===== src/rtl/bias_ram_ctrl_pkg.sv =====
// Shared widths, load FSM encodings and the read-pipeline tag for the bias RAM controller.
package bias_ram_ctrl_pkg;
    localparam int AXI_WIDTH_DATA_IN = 128;
    localparam int CHANNEL_OUT_NUM   = 8;

    localparam logic [1:0] BIAS_IDLE  = 2'd0;
    localparam logic [1:0] BIAS_LOAD  = 2'd1;
    localparam logic [1:0] BIAS_READY = 2'd2;

    typedef struct packed {
        logic vld;
        logic last;
    } rd_tag_t;
endpackage


===== src/rtl/bias_rd_seq.sv =====
// Group index sequencer with wrap/restart and an RD_LAT-deep valid/last pipeline.
module bias_rd_seq
    import bias_ram_ctrl_pkg::*;
#(
    parameter int ADDR_BITS = 8,
    parameter int RD_LAT    = 2
) (
    input  logic                 clk,
    input  logic                 rst_n,
    input  logic                 i_req,
    input  logic                 i_restart,
    input  logic                 i_flush,
    input  logic [ADDR_BITS-2:0] i_groups,
    output logic [ADDR_BITS-1:0] o_rd_addr,
    output logic                 o_valid,
    output logic                 o_last
);
    localparam logic [ADDR_BITS-2:0] G_ONE = 1;

    logic [ADDR_BITS-2:0] r_idx;
    logic [ADDR_BITS-1:0] r_rd_addr;
    rd_tag_t [RD_LAT:0]   r_vld_pipe;

    logic [ADDR_BITS-2:0] w_idx_use;
    logic [ADDR_BITS-2:0] w_grp_max;
    logic                 w_is_last;
    rd_tag_t              w_tag;

    // A restart in the same cycle as a request redirects that request to group 0.
    assign w_idx_use = i_restart ? '0 : r_idx;
    assign w_grp_max = i_groups - G_ONE;
    assign w_is_last = (w_idx_use == w_grp_max);
    assign w_tag.vld  = i_req;
    assign w_tag.last = i_req && w_is_last;

    always_ff @(posedge clk or negedge rst_n) begin
        if (!rst_n) begin
            r_idx      <= '0;
            r_rd_addr  <= '0;
            r_vld_pipe <= '0;
        end else if (i_flush) begin
            r_idx      <= '0;
            r_vld_pipe <= '0;
        end else begin
            r_vld_pipe <= {r_vld_pipe[RD_LAT-1:0], w_tag};
            if (i_req) begin
                r_rd_addr <= {1'b0, w_idx_use};
                r_idx     <= w_is_last ? '0 : w_idx_use + G_ONE;
            end else if (i_restart) begin
                r_idx <= '0;
            end
        end
    end

    assign o_rd_addr = r_rd_addr;
    assign o_valid   = r_vld_pipe[RD_LAT].vld;
    assign o_last    = r_vld_pipe[RD_LAT].last;
endmodule


===== src/rtl/bias_ram_ctrl.sv =====
// Bias RAM controller: load FSM and write path from the stream; group reads via bias_rd_seq.
module bias_ram_ctrl
    import bias_ram_ctrl_pkg::*;
#(
    parameter int ADDR_BITS = 8,
    parameter int RD_LAT    = 2
) (
    input  logic                         clk,
    input  logic                         rst_n,
    input  logic                         start_load,
    input  logic [ADDR_BITS-2:0]         load_groups,
    input  logic [AXI_WIDTH_DATA_IN-1:0] s_data,
    input  logic                         s_valid,
    output logic                         s_ready,
    output logic [AXI_WIDTH_DATA_IN-1:0] ram_wr_data,
    output logic [ADDR_BITS-1:0]         ram_wr_addr,
    output logic                         ram_wr_en,
    output logic                         load_done,
    output logic                         bias_loaded,
    input  logic                         grp_restart,
    input  logic                         grp_req,
    output logic [ADDR_BITS-1:0]         ram_rd_addr,
    output logic                         bias_valid,
    output logic                         grp_last,
    output logic                         req_err
);
    localparam logic [ADDR_BITS-1:0] W_ONE = 1;

    logic [1:0]                   r_state;
    logic [ADDR_BITS-2:0]         r_groups;
    logic [ADDR_BITS-1:0]         r_target;
    logic [ADDR_BITS-1:0]         r_wcnt;
    logic [AXI_WIDTH_DATA_IN-1:0] r_wr_data;
    logic [ADDR_BITS-1:0]         r_wr_addr;
    logic                         r_wr_en;
    logic                         r_done;
    logic                         r_loaded;
    logic                         r_err;

    logic w_in_load;
    logic w_beats_left;
    logic w_hs;
    logic w_start;
    logic w_rd_req;

    assign w_in_load    = (r_state == BIAS_LOAD);
    assign w_beats_left = (r_wcnt != r_target);
    assign s_ready      = w_in_load && w_beats_left;
    assign w_hs         = s_valid && s_ready;
    assign w_start      = start_load && !w_in_load;
    // start_load wins over a same-cycle request in READY.
    assign w_rd_req     = grp_req && (r_state == BIAS_READY) && !start_load;

    always_ff @(posedge clk or negedge rst_n) begin
        if (!rst_n) begin
            r_state   <= BIAS_IDLE;
            r_groups  <= '0;
            r_target  <= '0;
            r_wcnt    <= '0;
            r_wr_data <= '0;
            r_wr_addr <= '0;
            r_wr_en   <= 1'b0;
            r_done    <= 1'b0;
            r_loaded  <= 1'b0;
            r_err     <= 1'b0;
        end else begin
            r_wr_en <= w_hs;
            r_done  <= 1'b0;
            if (w_hs) begin
                r_wr_addr <= r_wcnt;
                r_wr_data <= s_data;
                r_wcnt    <= r_wcnt + W_ONE;
            end
            if (w_start) begin
                r_groups <= load_groups;
                r_target <= {load_groups, 1'b0};
                r_wcnt   <= '0;
                r_loaded <= 1'b0;
                r_err    <= 1'b0;
                r_done   <= (load_groups == '0);
                r_state  <= (load_groups == '0) ? BIAS_IDLE : BIAS_LOAD;
            end else begin
                if (grp_req && r_state != BIAS_READY)
                    r_err <= 1'b1;
                // Final write was registered last cycle; finish one cycle later.
                if (w_in_load && !w_beats_left) begin
                    r_done   <= 1'b1;
                    r_loaded <= 1'b1;
                    r_state  <= BIAS_READY;
                end
            end
        end
    end

    assign ram_wr_data = r_wr_data;
    assign ram_wr_addr = r_wr_addr;
    assign ram_wr_en   = r_wr_en;
    assign load_done   = r_done;
    assign bias_loaded = r_loaded;
    assign req_err     = r_err;

    bias_rd_seq #(
        .ADDR_BITS (ADDR_BITS),
        .RD_LAT    (RD_LAT)
    ) u_rd_seq (
        .clk       (clk),
        .rst_n     (rst_n),
        .i_req     (w_rd_req),
        .i_restart (grp_restart),
        .i_flush   (w_start),
        .i_groups  (r_groups),
        .o_rd_addr (ram_rd_addr),
        .o_valid   (bias_valid),
        .o_last    (grp_last)
    );
endmodule


===== config.mk =====
export PLATFORM = sky130hd
export DESIGN_NAME = bias_ram_ctrl
export DESIGN_NICKNAME = d
export VERILOG_FILES = /design/src/rtl/bias_ram_ctrl_pkg.sv /design/src/rtl/bias_rd_seq.sv /design/src/rtl/bias_ram_ctrl.sv
export SDC_FILE = /design/constraint.sdc
export NUM_CORES = 1
export LEC_CHECK = 0
export ABC_AREA = 1
export CAP_MARGIN = 20
export CORE_ASPECT_RATIO = 1.75
export CORE_MARGIN = 1
export CORE_UTILIZATION = 44
export DETAILED_ROUTE_END_ITERATION = 16
export PLACE_DENSITY = 0.85
export SLEW_MARGIN = 20
export SYNTH_ARGS = -nofsm -noshare
export SYNTH_HDL_FRONTEND = slang
export SYNTH_SLANG_ARGS = --single-unit

===== constraint.sdc =====
create_clock -name clk -period 2.3 [get_ports clk]
set_input_delay 0.46 -clock clk [delete_from_list [all_inputs] [get_ports clk]]
set_output_delay 0.46 -clock clk [all_outputs]
set_load 0.01 [all_outputs]

==> results list, run 1 <==
- Combinational power share: around 41%
- Critical path cell sequence: inv_2 -> nand2_1 -> nand2_1 -> nor2_1 -> nand2_1 -> nor2_4 -> nor2_8 -> clkbuf_2
- In this run, placement finished with an instance count of about 1300.
- For this run, the top clock speed supported by timing is 0.470 GHz.
* M2 GR Usage: between 40% and 50%
* Violation count after the first detailed-route iteration: slightly below 300
- Routability Congestion: 0.920
* Min Clock Period, post-route: ~2.1 ns
- Entering global routing, the biggest net connects 85 pins.
- Max-capacitance violation count: 0
- Data on the critical path arrives at its endpoint at around 1.7 ns.
* Synth Area in Simple Gates: a little under a third
- In this run the count of I/O pins placed on the die edge is just under 300.
- Cell with the largest stage delay on the worst path: sky130_fd_sc_hd__dfrtp_2
* Syn nets: roughly 1000
* Net switching power: between 4 and 5 mW
- GR Overflow Total: 0
- Worst R2R Start: r_wcnt[6]
- Number of standard cells in the layout, taps in and fillers out: 1370
* X dimension of the die: 99.2 um
- Share of layout cells above drive strength 1: between 6 and 7%
* Synth Register Bits: about 180
- Fraction of the mapped netlist area in adder cells: 0.516%
* Via count of the first global-routing pass: about 6600
- Floorplan Core Area: approximately 16000 um2
- Power density over cell area: between 1000 and 1500 nW/um2
- Synth cell types: 24
- In this run the biggest area consumer among cell types represents ~60% of the synthesized area.
- Total power for the finished layout comes to between 10 and 15 mW.
* Endpoint required time on the critical path: 1.84 ns
- The die covers approximately 17000 um2.
- Cell leakage power: between 5 and 6 nW
* Worst clock skew on the final layout: 0.0134 ns
- Global routing used between 20 and 30% of the available tracks across all layers.
- After synthesis, flip-flops and latches occupy about three fifths of the total area.
- The die is approximately 170 um tall.
- Detailed routing inserted a total of a little under 7000 vias.
- The worst setup path is of the flop to output port kind.
- For the worst flop-to-flop path, the logic depth is 12.
* CP max FO: 10
- Routed via count divided by cell count: just under 5
* Initial antenna violation count: 1
* Gate count of the mapped netlist: between 800 and 900
* Clock tree from TritonCTS: done
- Class of the tightest hold or removal check: primary input to asynchronous set/reset pin
- Maximum number of buffers from clock root to sink: 2
- Area growth from synthesis to layout: 51.4%
- Once the floorplan was initialized, standard cells occupied 45.4% of the core.
- Setup WS post-layout: between 0.15 and 0.2 ns
* Kind of launch point of the worst setup path: flop
- Together, buffers and inverters on the worst path number 2.
- Post-route setup TNS: 0 ns
* Unrepaired setup endpoints after global routing: no
- The most common cell in the synthesized netlist is sky130_fd_sc_hd__nand2_1.
* Clk pin slew, worst setup/hold paths: approximately 0.070 ns
- After detailed routing, the number of remaining DRC violations is 0.
* Largest delay share family, worst path: simple AND/OR/NAND/NOR gates
- The HPWL after detailed placement is 16.1 mm.
- In this run the tool buffered the top-level ports with just under 300 buffer cells.
- In this run the register-to-register setup slack is 0.35 ns.
* Antenna Violating Nets Remaining: 0
- M1 GR Usage: between 20% and 30%
* Grt peak-use layer: met2
* Layout net count: 1310
- The clock drives between 150 and 200 sinks.
- Final setup viols: 0
- After routing the design area is around 11000 um2.
- Ranked by instance count, the synthesized netlist is headed by sky130_fd_sc_hd__nand2_1, sky130_fd_sc_hd__dfrtp_1, sky130_fd_sc_hd__nor2_1, sky130_fd_sc_hd__inv_1, sky130_fd_sc_hd__nand3_1.
- The final hold violation count is 0.
- The number of max-slew violations in the final report was 0.
- At the later pin of the worst-skew pair, clock insertion delay measures 0.43 ns.
- The tree is rooted in a sky130_fd_sc_hd__clkbuf_16.
- Post-cts hold buffer count: 0
- XOR/XNOR Fraction of Synth Area: 0.843%
* Worst supply voltage drop on vdd: 0.543 mV
- Post-DR wirelength/cell: roughly 16 um
- Fill cells in the final layout number 1227.
- In this design, the stage delay of the slowest critical-path cell is ~0.44 ns.
* Slew Limit Headroom: between 60% and 70%
- Detailed Route WL: about 22 mm
* Reg power frac: about 37%
- Fraction of synthesized area in multiplexers: 0%
* Mapped Area: a little over 7000 um2
- Final worst-path cycle share: 92.5%
- Clock buffers created by TritonCTS: 17
- Crit path top cell by count: sky130_fd_sc_hd__nand2_1
- Cells fill 68.8% of the core in the end.
- Count of synthesis-stage warnings from yosys: 0
- Summing all placed instances gives a cell area of 10400 um2.
* Pint: just over 8 mW
- Transition at the pin with the smallest max-transition slack: 0.574 ns
* Worst hold-check slack: roughly 0.023 ns
- Maximum level of the CTS H-tree: 4
- Mean instance size in the synthesized netlist: between 8 and 9 um2
- Met3 Use GR: under 10%
* Switching part of the total power: a little over a third
* Most area-hungry cell type in the Yosys netlist: sky130_fd_sc_hd__dfrtp_1
- Fraction of registers with async set or reset after synthesis: 100%
- Before CTS, the worst setup slack after placement is about 0.025 ns.
- Clock group share of total power: a little over a fifth
* Status: finished clean
* Main combinational cell family by area after synthesis: simple AND/OR/NAND/NOR gates
- The first global-routing pass estimated approximately 33 mm of wire.
- Yosys mapped a number of flops with a built-in enable equal to 0.
* Cell row count: 61
- The synthesized netlist devotes 1.86% of its cell area to compound gates.
* Most common flop cell mapped by yosys: sky130_fd_sc_hd__dfrtp_1
- Ranked by total cell area, the synthesized netlist is headed by sky130_fd_sc_hd__dfrtp_1, sky130_fd_sc_hd__nand2_1, sky130_fd_sc_hd__nor2_1, sky130_fd_sc_hd__inv_1, sky130_fd_sc_hd__nand3_1.
* Worst setup EP type: output port
- First-pass DRT Iterations: 5
- Endpoint of the most critical register-to-register path: ram_wr_data[26]
[area by class of cell]
type,count,area (um2),share of cell area [%]
clock buffers,21,460,4.18
flip-flops and latches,176,4410,40.0
diodes,2,5.00,0.0454
clock inverters,11,108,0.976
inverters,46,175,1.59
well taps,189,236,2.15
multi-input cells,613,2480,22.5
repair buffers,312,3140,28.5
[layer usage]
metal | vias to the layer above | part of all wire [%]
li1 | 3233 | -
met1 | 3127 | 36
met2 | 307 | 52
met3 | 62 | 8.3
met4 | 0 | 4.5
met5 | - | 0
[flip-flops by register name, summed over array words and instances, names as in the netlist]
register             count
load_done                1
r_groups                 7
r_state                  2
r_wcnt                   8
ram_wr_addr              8
ram_wr_data            128
ram_wr_en                1
req_err                  1
u_rd_seq.o_last          1
u_rd_seq.o_rd_addr       7
u_rd_seq.o_valid         1
u_rd_seq.r_idx           7
u_rd_seq.r_vld_pipe      4
[power groups by stage]
stage	registers (mW)	logic, mW	clock network [mW]
2_1_floorplan	5.14	1.87	0
3_3_place_gp	4.72	4.99	0
3_5_place_dp	4.77	5.09	0
4_1_cts	4.73	5.11	2.84
5_1_grt	4.84	5.63	2.96
6_report	4.72	5.17	2.77
[worst reg2reg max path, stage by stage, from the launching register on]
cell and delay [ns]:
sky130_fd_sc_hd__dfrtp_2 0.44, sky130_fd_sc_hd__inv_2 0.10, sky130_fd_sc_hd__nand2_1 0.07, sky130_fd_sc_hd__nand2_1 0.08, sky130_fd_sc_hd__nor2_1 0.05, sky130_fd_sc_hd__nand2_1 0.10
sky130_fd_sc_hd__nor2_4 0.06, sky130_fd_sc_hd__nor2_8 0.17, sky130_fd_sc_hd__nand2_4 0.13, sky130_fd_sc_hd__inv_4 0.24, sky130_fd_sc_hd__buf_12 0.27, sky130_fd_sc_hd__nand2_1 0.11
sky130_fd_sc_hd__nand2_1 0.07
[cell usage in the layout (no fill, tap or decap), drive strengths merged]
cell type,n
bufinv,1
nor2,42
clkdlybuf4s50,288
inv,47
xor2,6
nand2,497
clkinv,4
conb,1
nor4,1
nor3,1
buf,23
xnor2,1
clkinvlp,5
clkbuf,22
a21oi,2
diode,2
dfrtp,176
ha,3
o21ai,25
nand3,26
nand4,8
[how the worst max path moves through the flow]
stage                      startpoint           endpoint  slack [ns]  cells past startpoint
after floorplan             r_wcnt[2]    ram_wr_data[75]        0.70                     13
after global placement    grp_restart  u_rd_seq.r_idx[4]        0.06                     12
after detailed placement  grp_restart  u_rd_seq.r_idx[6]        0.02                     12
after CTS                   r_wcnt[4]            s_ready      0.0003                      8
after global routing      r_groups[0]            s_ready        0.10                      8
final                       r_wcnt[6]            s_ready        0.17                      8
[cell families (layout without fill, tap and decap cells)]
kind of cell	after synthesis	after routing
flops	176	176
buf+inv	83	390
compound gates	27	27
other cells	1	3
simple gates	575	575
xor+xnor	7	7
fa+ha+maj	3	3
[timing repair]
item,4_1_cts,5_1_grt
pin swaps,0,1
setup buffers,0,7
resized for setup,2,9
setup endpoints to repair,1,1
Power figures use the tool's default switching activity.
==> run 2: changes to the inputs <==
ABC_AREA = 0   (was 1)
==> run 2 against run 1 <==
Combinational power rose by 28%. Via count fell by 21%. First-iteration DRC count decreased by 57%. Clock power increased by 3%. Clock skew fell by 0.0017 ns. Sequential cell count is the same. Final cell count down 22%. Register-to-register slack worse by 0.27 ns.
==> results list, run 2 <==
- The final design area excluding fillers was 11500 um2 (+4.4%).
- The most common cell in the synthesized netlist is sky130_fd_sc_hd__dfrtp_1.
* Power density over cell area: 1250 nW/um2 (+9.2%)
- The post-synthesis async set-or-reset flop share was 100% (unchanged).
- Clock tree from TritonCTS: done
- The flow ran to the end, and the final reports show no timing, DRC or antenna violations.
- In the synthesized netlist the dominant register cell turns out to be sky130_fd_sc_hd__dfrtp_1.
* Most frequent cells in the layout: sky130_fd_sc_hd__clkdlybuf4s50_1, sky130_fd_sc_hd__dfrtp_1, sky130_fd_sc_hd__mux2_4
* Data arrival at the endpoint of the critical path: 2.52 ns (+0.85 ns)
- The number of rows created at floorplan is 62 (+1.6%).
- The I/O pin count was 292 (unchanged).
- The synthesized area divided by synthesized cell count came to 14.8 um2 (+77%).
- Transition at the pin with the smallest max-transition slack: 0.602 ns (+0.0279 ns)
- First-pass DRT Iterations: 4 (-1)
- The wire length of the first global-routing pass was 30.7 mm (-7.2%).
* Final setup viols: 0 (unchanged)
- The final global-route overflow total is 0 (unchanged).
- Clk Latency, worst-skew pair: 0.42 ns (about the same)
* Synth cell types: 40 (+67%)
* Floorplan Core Area: 16500 um2 (+3.1%)
- Detailed Route WL: 19.6 mm (-10%)
* Top cells by instance count after synthesis: sky130_fd_sc_hd__dfrtp_1, sky130_fd_sc_hd__mux2_4, sky130_fd_sc_hd__mux2_2, sky130_fd_sc_hd__nand2_1, sky130_fd_sc_hd__xor2_1
* Largest net degree at the start of global routing: 62 (-27%)
* Maximum level of the CTS H-tree: 4 (unchanged)
- The number of max-cap violations was 0 (unchanged).
- Post-DR wirelength/cell: 18.2 um (+15%)
- The fraction of met3 tracks used by global routing was 5.95% (-2.1 points).
* Final antenna diode count: 0 (-2)
- The count of hold-fix buffers inserted at cts is 0 (unchanged).
* Highest attainable clock frequency: 0.451 GHz (-4.0%)
* Clock sink count: 176 (unchanged)
- Clk pin slew, worst setup/hold paths: 0.07 ns (about the same)
- Die extent in y: 174 um (+1.3%)
- Worst hold-check slack: 0.00768 ns (-0.0150 ns)
- The met2 layer usage reported by global route was 42.0% (-3.7 points).
- The cell count after synthesis was 505 (-42%).
- Initial core utilization: 45.2% (-0.16 points)
- The final hold violation count was 0 (unchanged).
- The instance area after placement is 10900 um2 (+4.4%).
* Cell leakage power: 5.16 nW (-6.6%)
- The number of flip-flops and latches in the synthesized netlist came to 176 (unchanged).
* Estimated wirelength of the detail-placed design: 14.6 mm (-9.8%)
* Number of enable flip-flop cells after synthesis: 0 (unchanged)
* Syn nets: 649 (-36%)
* Worst supply voltage drop on vdd: 0.629 mV (+16%)
- The post-route DRC violation count came to 0 (unchanged).
* Count of input and output buffers: 290 (unchanged)
* Min Clock Period, post-route: 2.22 ns (+0.0876 ns)
* Kind of launch point of the worst setup path: flop
- The global-route total usage across every layer came to 23.3% (-2.2 points).
- The number of antenna violations at the first check in global routing came to 0 (-1).
* Count of pins over their slew limit: 0 (unchanged)
* Worst clock skew on the final layout: 0.0118 ns (-0.00166 ns)
- The global-route track usage on met1 came to 25.5% (-0.69 points).
- Most area-hungry cell type in the Yosys netlist: sky130_fd_sc_hd__dfrtp_1
* Antenna Violating Nets Remaining: 0 (unchanged)
- In this run the worst hold path is classified as primary input to asynchronous set/reset pin.
* Area of the die: 17500 um2 (+2.7%)
- Violation count after the first detailed-route iteration: 126 (-57%)
- The clock buffer count from CTS is 17 (unchanged).
- The flip-flop count of the largest register after layout is 128 (unchanged).
- Layout net count: 982 (-25%)
- Via count of the first global-routing pass: 5630 (-15%)
* Worst setup EP type: flop
- The largest fanout of any net on the critical path was 8 (-2).
- Routed via count divided by cell count: 4.92 (about the same)
* Vias after detailed routing: 5284 (-21%)
- By area the synthesized netlist is led by sky130_fd_sc_hd__dfrtp_1, sky130_fd_sc_hd__mux2_4, sky130_fd_sc_hd__mux2_2, sky130_fd_sc_hd__nand2_1, sky130_fd_sc_hd__buf_6.
- Relative to the synthesized area, the layout overhead comes to 54.0%.
* Unrepaired setup endpoints after global routing: no
- Maximum number of buffers from clock root to sink: 2 (unchanged)
- Endpoint required time on the critical path: 2.61 ns (+0.77 ns)
* Clock root buffer master: sky130_fd_sc_hd__clkbuf_16
- Slew Limit Headroom: 59.9% (-1.9 points)
- The floorplan die width was 101 um (+1.3%).
- The critical path in this run is classified as flop to flop.
- The number of warnings issued by yosys was 0 (unchanged).
- Part of the Yosys area used for sequential elements: 58.9% (-1.6 points)
- Final worst-path cycle share: 96.3% (+3.8 points)
- Leaving out fill and tap cells, the most frequent cell in the layout is sky130_fd_sc_hd__clkdlybuf4s50_1.
- Routability Congestion: 0.843 (-8.4%)
* Share of layout cells above drive strength 1: 26.9% (+21 points)
- met2 is the most crowded layer.
- Area share of the leading cell type in the synthesized netlist: 58.9% (-1.6 points)
- Mapped Area: 7480 um2 (+2.7%)
[run 2: cell count changes in the layout (fill, tap and decap cells not counted), sizes merged, moves of 10 or more]
cell / before / now
xnor2: 1 / 11
mux2: 0 / 136
inv: 47 / 11
nand3: 26 / 6
buf: 23 / 48
nor2: 42 / 13
o21ai: 25 / 12
nand2: 497 / 41
[run 2: metal layers]
metal  routed length [um]  up-vias
li1                     -     2415
met1                 7260     2619
met2                10700      211
met3                 1030       39
met4                  580        0
met5                    0        -
[run 2: final timing paths]
path	cells after the start	slack (ns)	from	to
max	8	0.08	r_groups[0]	u_rd_seq.r_idx[2]
min	1	0.008	rst_n	ram_wr_data[116]
max reg2reg	8	0.08	r_groups[0]	u_rd_seq.r_idx[2]
min reg2reg	1	0.46	u_rd_seq.r_vld_pipe[3]	u_rd_seq.o_valid
max in group asynchronous	2	1.53	rst_n	ram_wr_data[17]
min in group clk	1	0.46	u_rd_seq.r_vld_pipe[3]	u_rd_seq.o_valid
[run 2: where the power goes]
| part | switching, mW | internal [mW] |
|---|---|---|
| clock | 1.22 | 1.62 |
| sequential | 0.722 | 4.27 |
| combinational | 2.50 | 4.10 |
[run 2: final cells by class]
cell class	count	area, um2
Multi-Input combinational cell	297	2870
Sequential cell	176	4410
Clock buffer	22	484
Tap cell	224	280
Timing Repair Buffer	337	3340
Fill cell	1094	5010
Inverter	9	33.8
Clock inverter	10	101
[run 2: kinds of logic (layout without fill, tap and decap cells)]
logic type               count (synthesis)  in the layout  share of synthesized area, %
multiplexers                           137            137                          25.4
adder cells (fa/ha/maj)                  3              3                         0.502
flip-flops                             176            176                          58.9
XOR/XNOR                                25             25                          2.93
AND/OR/NAND/NOR                        103            104                          7.06
other                                    1              1                        0.0502
AO/OA/AOI/OAI                           27             27                          2.06
buffers and inverters                   33            378                          3.05
[run 2: critical path, stage by stage (launching register included)]
cell                      delay (ns)
sky130_fd_sc_hd__dfrtp_1        0.41
sky130_fd_sc_hd__inv_1          0.09
sky130_fd_sc_hd__ha_1           0.18
sky130_fd_sc_hd__or3b_2         0.47
sky130_fd_sc_hd__nor3_1         0.19
sky130_fd_sc_hd__xnor2_1        0.10
sky130_fd_sc_hd__nor4_1         0.30
sky130_fd_sc_hd__and3_4         0.29
sky130_fd_sc_hd__nor3_1         0.06
[run 2: repair_timing]
| action | 4_1_cts | 5_1_grt |
|---|---|---|
| resized for setup | 4 | 4 |
| setup buffers | 5 | 3 |
| gates cloned | 0 | 1 |
| endpoints found under the setup margin | 1 | 87 |
| pin swaps | 3 | 1 |
| hold endpoints to repair | 0 | 0 |
[run 2: stage by stage]
stage | utilization (%) | TNS (ns) | power (mW) | worst slack [ns] | std cells
2_1_floorplan | - | 0 | 8.24 | 0.206 | 505
3_3_place_gp | 65.7 | -0.0890 | 11.4 | -0.0171 | 1034
3_5_place_dp | 65.7 | -0.317 | 11.5 | -0.0509 | 1034
4_1_cts | 69.5 | 0 | 14.5 | 0.00235 | 1071
5_1_grt | 69.7 | 0 | 15.2 | 0.0197 | 1075
6_report | 69.7 | 0 | 14.4 | 0.0848 | 1075
==> run 3: changes to the inputs <==
CORE_MARGIN = not set   (was 1)
==> results of run 3 <==
Final layout, timing and power as in run 2 (identical DEF).
